### src/rtl/pwe_pulse_sched.sv
// pwe_pulse_sched: round-robin scheduler sharing one pulse-width engine among NREQ requesters.
// All outputs are flops decoded from the FSM state, so they trail the state by one cycle.
module pwe_pulse_sched #(
    parameter int NREQ    = 4,
    parameter int WIDTH_W = 4,
    parameter int GAP_W   = 4
) (
    input  logic                      clk,
    input  logic                      reset,
    input  logic                      enable,
    input  logic [GAP_W-1:0]          gap,
    input  logic [NREQ-1:0]           req,
    input  logic [NREQ*WIDTH_W-1:0]   req_width,
    output logic [NREQ-1:0]           grant,
    output logic                      pulse_out,
    output logic [NREQ-1:0]           done,
    output logic                      busy
);

    // state   | meaning
    // S_IDLE  | waiting for enable and a request; arbitration happens here
    // S_PULSE | engine driving the owner's pulse, width counter running down
    // S_DONE  | one-cycle completion strobe to the owner, pointer advances
    // S_GAP   | enforced idle cycles before the next arbitration
    typedef enum logic [1:0] {
        S_IDLE  = 2'd0,
        S_PULSE = 2'd1,
        S_DONE  = 2'd2,
        S_GAP   = 2'd3
    } state_t;

    localparam int IDX_W = (NREQ > 1) ? $clog2(NREQ) : 1;

    state_t             r_state;
    logic [WIDTH_W-1:0] r_width_cnt;
    logic [GAP_W-1:0]   r_gap_cnt;
    logic [IDX_W-1:0]   r_ptr;
    logic [IDX_W-1:0]   r_owner;
    logic [NREQ-1:0]    r_grant;
    logic [NREQ-1:0]    r_done;
    logic               r_pulse;
    logic               r_busy;

    logic [IDX_W-1:0]   w_pick;
    logic               w_start;
    logic [WIDTH_W-1:0] w_pick_width;
    logic [NREQ-1:0]    w_owner_oh;
    logic [IDX_W-1:0]   w_ptr_next;

    // First set request bit at or above the pointer, wrapping past NREQ-1 back to 0.
    function automatic logic [IDX_W-1:0] f_pick(input logic [NREQ-1:0] req_v,
                                                input logic [IDX_W-1:0] ptr);
        logic [IDX_W-1:0] sel;
        logic             found;
        int               idx;
        sel   = '0;
        found = 1'b0;
        for (int k = 0; k < NREQ; k++) begin
            idx = int'(ptr) + k;
            if (idx >= NREQ) idx = idx - NREQ;
            if (!found && req_v[idx]) begin
                found = 1'b1;
                sel   = IDX_W'(idx);
            end
        end
        return sel;
    endfunction

    assign w_pick       = f_pick(req, r_ptr);
    assign w_start      = enable && (req != '0);
    assign w_pick_width = req_width[int'(w_pick)*WIDTH_W +: WIDTH_W];
    assign w_owner_oh   = NREQ'(1) << r_owner;
    assign w_ptr_next   = (r_owner == IDX_W'(NREQ-1)) ? '0 : r_owner + 1'b1;

    always_ff @(posedge clk or posedge reset) begin
        if (reset) begin
            r_state     <= S_IDLE;
            r_width_cnt <= '0;
            r_gap_cnt   <= '0;
            r_ptr       <= '0;
            r_owner     <= '0;
            r_grant     <= '0;
            r_done      <= '0;
            r_pulse     <= 1'b0;
            r_busy      <= 1'b0;
        end else begin
            r_pulse <= (r_state == S_PULSE);
            r_grant <= (r_state == S_PULSE || r_state == S_DONE) ? w_owner_oh : '0;
            r_done  <= (r_state == S_DONE) ? w_owner_oh : '0;
            r_busy  <= (r_state != S_IDLE);
            case (r_state)
                S_IDLE: begin
                    if (w_start) begin
                        r_owner     <= w_pick;
                        r_width_cnt <= w_pick_width;
                        r_gap_cnt   <= gap;
                        r_state     <= S_PULSE;
                    end
                end
                S_PULSE: begin
                    // Test for zero before decrementing so a maximal code never wraps.
                    if (r_width_cnt == '0) r_state <= S_DONE;
                    else                   r_width_cnt <= r_width_cnt - 1'b1;
                end
                S_DONE: begin
                    r_ptr   <= w_ptr_next;
                    r_state <= (r_gap_cnt != '0) ? S_GAP : S_IDLE;
                end
                S_GAP: begin
                    r_gap_cnt <= r_gap_cnt - 1'b1;
                    if (r_gap_cnt == GAP_W'(1)) r_state <= S_IDLE;
                end
                default: r_state <= S_IDLE;
            endcase
        end
    end

    assign grant     = r_grant;
    assign pulse_out = r_pulse;
    assign done      = r_done;
    assign busy      = r_busy;

endmodule

### config.mk
export PLATFORM = sky130hd
export DESIGN_NAME = pwe_pulse_sched
export DESIGN_NICKNAME = d
export VERILOG_FILES = /design/src/rtl/pwe_pulse_sched.sv
export SDC_FILE = /design/constraint.sdc
export NUM_CORES = 1
export LEC_CHECK = 0
export CAP_MARGIN = 5
export CORE_MARGIN = 5
export CORE_UTILIZATION = 35
export DETAILED_ROUTE_END_ITERATION = 7
export GPL_ROUTABILITY_DRIVEN = 0
export SYNTH_ARGS = -nofsm -noshare
export SYNTH_HDL_FRONTEND = slang
export SYNTH_SLANG_ARGS = --single-unit
### constraint.sdc
create_clock -name clk -period 3 [get_ports clk]
set_input_delay 0.6 -clock clk [delete_from_list [all_inputs] [get_ports clk]]
set_output_delay 0.6 -clock clk [all_outputs]
set_load 0.01 [all_outputs]
[Word-level counts from Yosys, hierarchy flattened]
Cells that the tools add are included.
Cells by class
  reduce and logical (&&, ||, !) cells: 19
  equality and inequality tests: 9
  add/subtract/negate cells: 10
  shifts and indexed selects: 2
  order comparisons: 8
  bitwise logic cells: 0
  div/mod/pow operators: 0
  mux-type cells: 36
  multiply operators: 0
Operators with widths (count)
  $lt 32x4->1 const B: 4
  $mux 32: 4
  $mux 4: 5
  $mux 2: 9
  $pmux 4 s2: 2
  $shiftx 16x5->4: 1
  $sub 3x3->4 const B: 3
  $mux 1: 11
  $ge 3x3->1 const B: 3
  $bmux 1 s2: 4
  $pmux 2 s4: 1
  $reduce_bool 4->1: 2
  $sub 4x1->4 const B: 2
  $add 2x2->3 const B: 2
  $eq 2x2->1 const B: 3
  $ne 2x2->1 const B: 3
  $reduce_and 3->1: 2
  $reduce_bool 2->1: 3
  $eq 4x1->1 const B: 1
  $logic_and 1x1->1: 4
  $logic_not 4->1: 1
  $reduce_and 2->1: 2
  $shl 1x2->4 const A: 1
  $sub 2x3->4 const B: 1
  other kinds (8): 10
Word-level totals
  output and inout port bits: 10
  latch bits: 0
  bits in read-only memories: 0
  flip-flop bits (word level): 24
  memories kept: 0
  word-level logic and storage cells: 93
  input bits: 27
  memory bits (writable): 0

[Longest topological paths before layout]
Gate-level depths: netlist (run 1).
  depth in word-level cells: 18
  gate-level depth with buffers: 8
  depth with buffers taken out: 8

[Worst setup path before layout (run 1)]
OpenSTA, ideal clock, no wires.
  path kind: input to register
  from: input port req[0]
  to: register r_width_cnt[0]
  slack: 1.056 ns
  arrival time: 1.818 ns
  buffers on the path: 1
  stages: 6
  cells stage by stage: mux2_4 -> a221oi_2 -> buf_6 -> mux2i_1 -> mux2i_1 -> a221o_1
On the way
  cells in the longest elaborated chain, start to end: 16
Ends and longest elaborated chain
  from (decl): RTL line 12  | input logic [NREQ-1:0] req,
  $bmux 1 s2: RTL line 61  | if (!found && req_v[idx]) begin
  $mux 1 (not written as such) (2 in series): RTL line 61
  $mux 1: RTL line 61
  $logic_not 1->1: RTL line 61
  $logic_and 1x1->1: RTL line 61
  $mux 1: RTL line 61
  $logic_not 1->1: RTL line 61
  $logic_and 1x1->1: RTL line 61
  $mux 1: RTL line 61
  $logic_not 1->1: RTL line 61
  $logic_and 1x1->1: RTL line 61
  $mux 2: RTL line 61
  $shiftx 16x5->4: RTL line 71  | assign w_pick_width = req_width[int'(w_pick)*WIDTH_W +: WIDTH_W];
  $mux 4: RTL line 93  | if (w_start) begin
  $pmux 4 s2: RTL line 91  | case (r_state)
  to (signal assigned): RTL line 95  | r_width_cnt <= w_pick_width;
  to (signal assigned): RTL line 103  | else r_width_cnt <= r_width_cnt - 1'b1;
  to (decl): RTL line 35  | logic [WIDTH_W-1:0] r_width_cnt;
Several ways; a longest one is shown, not always the timed one. The select of a mux whose other input is x is not followed.
A chain may end at the register's enable or synchronous reset.

[Final worst setup path (run 1)]
  from: input port req[2]
  to: register r_width_cnt[1]
Same word-level chain as after synthesis.

==> metrics.md, run 1 <==
| Metric | Value |
|---|---|
| Seq/Total Area, Yosys | 0.423 |
| WL/cell | 13.2 µm |
| Final TNS setup | 0 ns |
| CP max stage delay | 0.47 ns |
| Post-synth cell types | 35 |
| Critical Path RT | 3.15 ns |
| Share of cells above drive strength 1 | 0.0852 |
| CP Capture Type | register |
| Die X | 73.7 µm |
| Post-layout instance area | 0.00191 mm² |
| GR Overflow Total | 0 |
| Cell mode on critical path | mux2i_1 |
| Worst hold slack | 0.529 ns |
| Gr usage total | 0.115 |
| P per Cell Area | 944 mW/mm² |
| Hold path endpoint | r_gap_cnt[1] |
| Port Buffer Count | 36 |
| Final WS setup | 0.739 ns |
| Final Setup Violations | 0 |
| Uppermost layer routed | met4 |
| Yosys reg bits | 24 |
| Synth top area share | 0.423 |
| Resized cells post-CTS | 0 |
| H-tree levels | 1 |
| Post-DP HPWL | 2450 µm |
| Largest net degree at the start of global routing | 25 |
| Post-synth EDFFs | 0 |
| Num CTS Buffers | 3 |
| Clock-pin slew on the worst setup and hold paths | 0.08 ns |
| Endpoints failing hold | 0 |
| Slowest-stage cell, CP | clkdlybuf4s50_1 |
| Post-Syn Instances | 137 |
| Fill cell count | 376 |
| Die height | 73.7 µm |
| Placed cell count | 222 |
| Peak supply drop | 0.584 mV |
| Vias in the first global route | 1111 |
| Max_slew headroom | 0.375 |
| Setup Buffers After CTS | 0 |
| Nets | 217 |
| Commonest cells in the netlist | dfrtp_1 (24), inv_1 (14), ha_1 (13) |
| Most frequent cell after synthesis | dfrtp_1 |
| Hold Startpoint | r_gap_cnt[1] |
| First-pass GRT wire length | 4970 µm |
| Startpoint types | primary input |
| CP Class | primary input to register |
| Root buffer cell | clkbuf_8 |
| Metal3 WL | 146 µm |
| CTS tree | yes |
| Fin cells | 226 |
| Initial Utilization | 0.357 |
| Synth warn | 0 |
| TritonRoute pass-1 iters | 4 |
| Met2 wire length | 1580 µm |
| Metal1 wirelength | 1230 µm |
| Fmax | 0.442 GHz |
| Routed vias | 1124 |
| Final ANT Viol Nets | 0 |
| Mapped cell area | 0.00142 mm² |
| Hold_buf cts | 0 |
| Crit-path cells | clkdlybuf4s50_1 -> mux2_4 -> a221oi_2 -> buf_4 -> mux2i_1 -> mux2i_1 -> a221o_1 |
| Outcome | finished, final reports clean |
| Leak pwr | 0.000850 µW |
| Starting DRT DRC Count | 31 |
| FF-to-FF path depth | 6 |
| Dominant cell type by area after synthesis | dfrtp_1 |
| Critical Path AT | 2.42 ns |
| R2R Path Start | r_ptr[1] |
| RR Endpoint | r_width_cnt[1] |
| Post-DR vias/cell | 4.97 |
| Diode count | 0 |
| Hold depth | 2 |
| R2r setup slk | 1.08 ns |
| Top post-synthesis cells by area | dfrtp_1 (42%), ha_1 (11%), mux2i_1 (7.1%), a21oi_1 (3.9%), inv_1 (3.7%) |
| Clock tree buffer depth | 2 |
| CORE AREA | 0.00397 mm² |
| Placed inst area | 0.00183 mm² |
| Fin crit share | 0.754 |
| DP Worst Slack | 0.450 ns |
| Setup repair after global routing missed its margin | false |
| Initial antenna violation count | 0 |
| Final min period | 2.26 ns |
| Max-Cap Viols | 0 |
| Worst Max-Slew Pin Slew | 0.936 ns |
| Post-synth top flop | dfrtp_1 |
| DRC violations left | 0 |
| Post-Route WL | 2970 µm |
| CP Max Fanout | 9 |
| Area Overhead vs Synth | 34.3% |
| Synth Area per Inst | 10.4 µm² |
| Clock Sinks | 24 |
| Final clock skew | 0.00590 ns |
| Die area | 0.00543 mm² |
| Row cnt | 23 |
| Worst-Skew Late Latency | 0.27 ns |
| Slew Limit Fails | 0 |
| Syn Nets | 177 |
| FFs w/ async S/R, synth | 1.00 |
| Hold WC Path Type | register to register |
| I/O pin count | 37 |
## placed cells by master (no fill, tap or decap), types with 4 or more instances in the layout
| cell type | netlist | routed |
|---|---|---|
| and2_1 | 8 | 8 |
| dfrtp_1 | 24 | 24 |
| clkdlybuf4s50_1 | 0 | 36 |
| mux2i_1 | 10 | 10 |
| mux2_2 | 4 | 4 |
| inv_1 | 14 | 14 |
| nand2_1 | 10 | 10 |
| nor2_1 | 6 | 6 |
| ha_1 | 13 | 13 |
| o21ai_1 | 4 | 4 |
| a21oi_1 | 11 | 11 |
## cell type report
cell class,count,area [µm²],area share
clock buffers,3,41.3,0.0217
flip-flops and latches,24,601,0.315
well taps,50,62.6,0.0328
multi-input cells,97,751,0.394
repair buffers,37,368,0.193
clock inverters,1,30.0,0.0158
inverters,14,52.6,0.0276
## registers in the layout, summed over array words and instances (netlist names)
| register | count |
|---|---|
| done | 4 |
| grant | 4 |
| r_gap_cnt | 4 |
| r_width_cnt | 4 |
| r_owner | 2 |
| r_ptr | 2 |
| r_state | 2 |
| busy | 1 |
| pulse_out | 1 |
## worst max path at each step
| stage | start | endpoint | slack (ns) | depth (start not counted) |
|---|---|---|---|---|
| 2_1_floorplan | req[0] | r_width_cnt[0] | 1.06 | 6 |
| 3_3_place_gp | req[0] | r_width_cnt[0] | 0.50 | 7 |
| 3_5_place_dp | req[0] | r_width_cnt[0] | 0.45 | 7 |
| 4_1_cts | req[0] | r_width_cnt[0] | 0.73 | 7 |
| 5_1_grt | req[2] | r_width_cnt[1] | 0.64 | 7 |
| 6_report | req[2] | r_width_cnt[1] | 0.74 | 7 |
## worst max-delay path: cells and delay by family
kind	cells	cell delay, ns
compound gates	2	0.54
buf+inv	2	0.70
mux	3	0.57
## power breakdown
part	switching, µW	total, µW	internal (µW)
combinational	482	944	463
clock	107	285	178
sequential	101	569	469
total	689	1800	1110
## cells by family after synthesis
kind of cell / Yosys count / share of synthesized area
simple gates: 35 / 0.131
mux: 16 / 0.121
buf+inv: 16 / 0.0476
compound gates: 33 / 0.163
flops: 24 / 0.423
fa+ha+maj: 13 / 0.115
## routing by layer
metal / vias to the layer above / global-route usage
met4: 0 / 0.0181
li1: 556 / -
met3: 4 / 0.0356
met1: 539 / 0.144
met2: 25 / 0.199
met5: - / 0
## stage by stage
step	total power [µW]	utilization
final	1800	0.480
after global routing	1970	0.480
after CTS	1830	0.480
after detailed placement	1540	0.462
after global placement	1490	0.462
after floorplan	1240	-
Note: power is estimated with default switching activity, not from simulation.
==> run 2, diff against run 1 <==
==> constraint.sdc (replaced) <==
create_clock -name clk -period 2.2 [get_ports clk]
set_input_delay 0.44 -clock clk [delete_from_list [all_inputs] [get_ports clk]]
set_output_delay 0.44 -clock clk [all_outputs]
set_load 0.01 [all_outputs]
==> run 2 against run 1 <==
Effect of this change: flip-flop and latch count unchanged; cell count increased by 4.0%; worst hold slack got worse by 0.013 ns; cell area increased by 2.7%.
==> metrics.md, run 2 (synthesized netlist as in run 1, its figures left out) <==
| Metric | Value |
|---|---|
| Total power draw | 2460 µW (was 1800 µW) |
| Clock-pin slew on the worst setup and hold paths | 0.09 ns (was 0.08 ns) |
| Largest net degree at the start of global routing | 25 (unchanged) |
| Fin cells | 235 (was 226) |
| Share of cells above drive strength 1 | 0.130 (was 0.0852) |
| Worst-Skew Late Latency | 0.26 ns (was 0.27 ns) |
| Num CTS Buffers | 3 (unchanged) |
| Area Overhead vs Synth | 37.9% (was 34.3%) |
| CP max stage delay | 0.45 ns (was 0.47 ns) |
| Vias in the first global route | 1222 (was 1111) |
| Final clock skew | 0.00191 ns (was 0.00590 ns) |
| Critical Path RT | 2.35 ns (was 3.15 ns) |
| CTS tree | yes (unchanged) |
| Cell mode on critical path | mux2i_1 (unchanged) |
| CP Class | primary input to register (unchanged) |
| Die X | 73.7 µm (unchanged) |
| Fmax | 0.483 GHz |
| Reg area | 601 µm² (unchanged) |
| Placed inst area | 0.00190 mm² (was 0.00183 mm²) |
| Clock Sinks | 24 (unchanged) |
| Fill cell count | 349 (was 376) |
| CP Max Fanout | 6 (was 9) |
| Setup Buffers After CTS | 0 (unchanged) |
| Outcome | finished, final reports clean (unchanged) |
| Delay-heaviest family, CP | buffers and inverters (unchanged) |
| Placed cell count | 231 (was 222) |
| Final TNS setup | 0 ns (unchanged) |
| WL/cell | 13.0 µm (was 13.2 µm) |
| Commonest non-fill, non-tap cell in the layout | clkdlybuf4s50_1 (unchanged) |
| Slowest-stage cell, CP | clkdlybuf4s50_1 (unchanged) |
| CP Capture Type | register (unchanged) |
| H-tree levels | 1 (unchanged) |
| Gr usage total | 0.121 (was 0.115) |
| Final min period | 2.07 ns |
| Critical Path AT | 2.22 ns (was 2.42 ns) |
| Resized cells post-CTS | 0 (unchanged) |
| Initial Utilization | 0.357 (unchanged) |
| I/O pin count | 37 (unchanged) |
| Final Setup Violations | 0 (unchanged) |
| Post-Route WL | 3070 µm (was 2970 µm) |
| Startpoint types | primary input (unchanged) |
| P per Cell Area | 1260 mW/mm² (was 944 mW/mm²) |
| First-pass GRT wire length | 5240 µm (was 4970 µm) |
| CORE AREA | 0.00397 mm² (unchanged) |
| Slew Limit Fails | 0 (unchanged) |
| Footprint of the multi-input gates | 751 µm² (unchanged) |
| Crit-path cells | clkdlybuf4s50_1 -> mux2_4 -> a221oi_2 -> buf_4 -> mux2i_1 -> mux2i_1 -> a221o_1 (unchanged) |
| Routed vias | 1139 (was 1124) |
| Post-DR vias/cell | 4.85 (was 4.97) |
| Nets | 226 (was 217) |
| Max_slew headroom | 0.728 (was 0.375) |
| Initial antenna violation count | 0 (unchanged) |
| Post-layout instance area | 0.00196 mm² (was 0.00191 mm²) |
| Port Buffer Count | 36 (unchanged) |
| CP bufs+invs | 2 (unchanged) |
| Starting DRT DRC Count | 42 (was 31) |
| Leak pwr | 0.000886 µW (was 0.000850 µW) |
| Hold_buf cts | 0 (unchanged) |
| Max-Cap Viols | 0 (unchanged) |
| Setup repair after global routing missed its margin | false (unchanged) |
| Final WS setup | 0.131 ns (was 0.739 ns) |
| Row cnt | 23 (unchanged) |
| Final ANT Viol Nets | 0 (unchanged) |
| Fin crit share | 0.940 |
| Peak supply drop | 0.577 mV (was 0.584 mV) |
| TritonRoute pass-1 iters | 4 (unchanged) |
| Die height | 73.7 µm (unchanged) |
| Die area | 0.00543 mm² (unchanged) |
| Post-DP HPWL | 2500 µm (was 2450 µm) |
| Clock tree buffer depth | 2 (unchanged) |
| Endpoints failing hold | 0 (unchanged) |
| Leading cell types in the layout, fill and taps excluded | clkdlybuf4s50_1 (36), dfrtp_1 (24), inv_1 (14) (unchanged) |
| DP Worst Slack | -0.167 ns (was 0.450 ns) |
| DRC violations left | 0 (unchanged) |
| Root buffer cell | clkbuf_8 (unchanged) |
| GR Overflow Total | 0 (unchanged) |
| Worst Max-Slew Pin Slew | 0.407 ns (was 0.936 ns) |
| Diode count | 0 (unchanged) |
| Hold WC Path Type | primary input to asynchronous set/reset pin (was register to register) |
## run 2: changes by cell type in the layout (fill, tap and decap cells not counted), sizes merged
| cell | before | now |
|---|---|---|
| bufinv | 1 | 0 |
| clkbuf | 3 | 4 |
| buf | 1 | 10 |
## run 2: metrics by stage
step | hold WS [ns] | utilization
after CTS | 0.523 | 0.493
after global routing | 0.550 | 0.493
after floorplan | 0.455 | -
after detailed placement | 0.504 | 0.479
after global placement | 0.498 | 0.479
final | 0.516 | 0.493
## run 2: worst paths after layout
| check | endpoint | cells past startpoint | startpoint | slack, ns |
|---|---|---|---|---|
| worst max-delay path | r_width_cnt[0] | 7 | req[0] | 0.13 |
| min in group clk | r_gap_cnt[1] | 2 | r_gap_cnt[1] | 0.52 |
| worst min-delay path | grant[2] | 3 | reset | 0.52 |
| worst min register to register | r_gap_cnt[1] | 2 | r_gap_cnt[1] | 0.52 |
| worst max register to register | r_width_cnt[0] | 6 | r_ptr[1] | 0.30 |
| max in group asynchronous | r_width_cnt[2] | 3 | reset | 1.44 |
## run 2: cell type report
class,count,share of cell area
flip-flops and latches,24,0.307
clock buffers,4,0.0281
repair buffers,46,0.223
inverters,14,0.0269
well taps,50,0.0320
multi-input cells,97,0.384
## run 2: routing by layer
metal  wire (µm)  track usage
met1        1290        0.146
met4          12       0.0362
met2        1660        0.220
met5           0            0
met3         103       0.0178
## run 2: worst reg2reg max path, stage by stage (launching register included)
cell and delay (ns):
dfrtp_1 0.43, mux2_4 0.32, a221oi_2 0.22, buf_4 0.20, mux2i_1 0.19, mux2i_1 0.09, a221o_1 0.33
## run 2: power by group
part / total [µW] / switching [µW] / internal (µW) / leakage [µW]
clock: 301 / 141 / 160 / 0.0000288
sequential: 779 / 140 / 639 / 0.000297
combinational: 1380 / 672 / 710 / 0.000560
==> run 3, diff against run 2 <==
--- a/config.mk
+++ b/config.mk
@@ -13,3 +13,4 @@
 export SYNTH_ARGS = -nofsm -noshare
 export SYNTH_HDL_FRONTEND = slang
 export SYNTH_SLANG_ARGS = --single-unit
+export TNS_END_PERCENT = 10
==> results of run 3 <==
The final DEF is identical to that of run 2; final timing and power are the same.
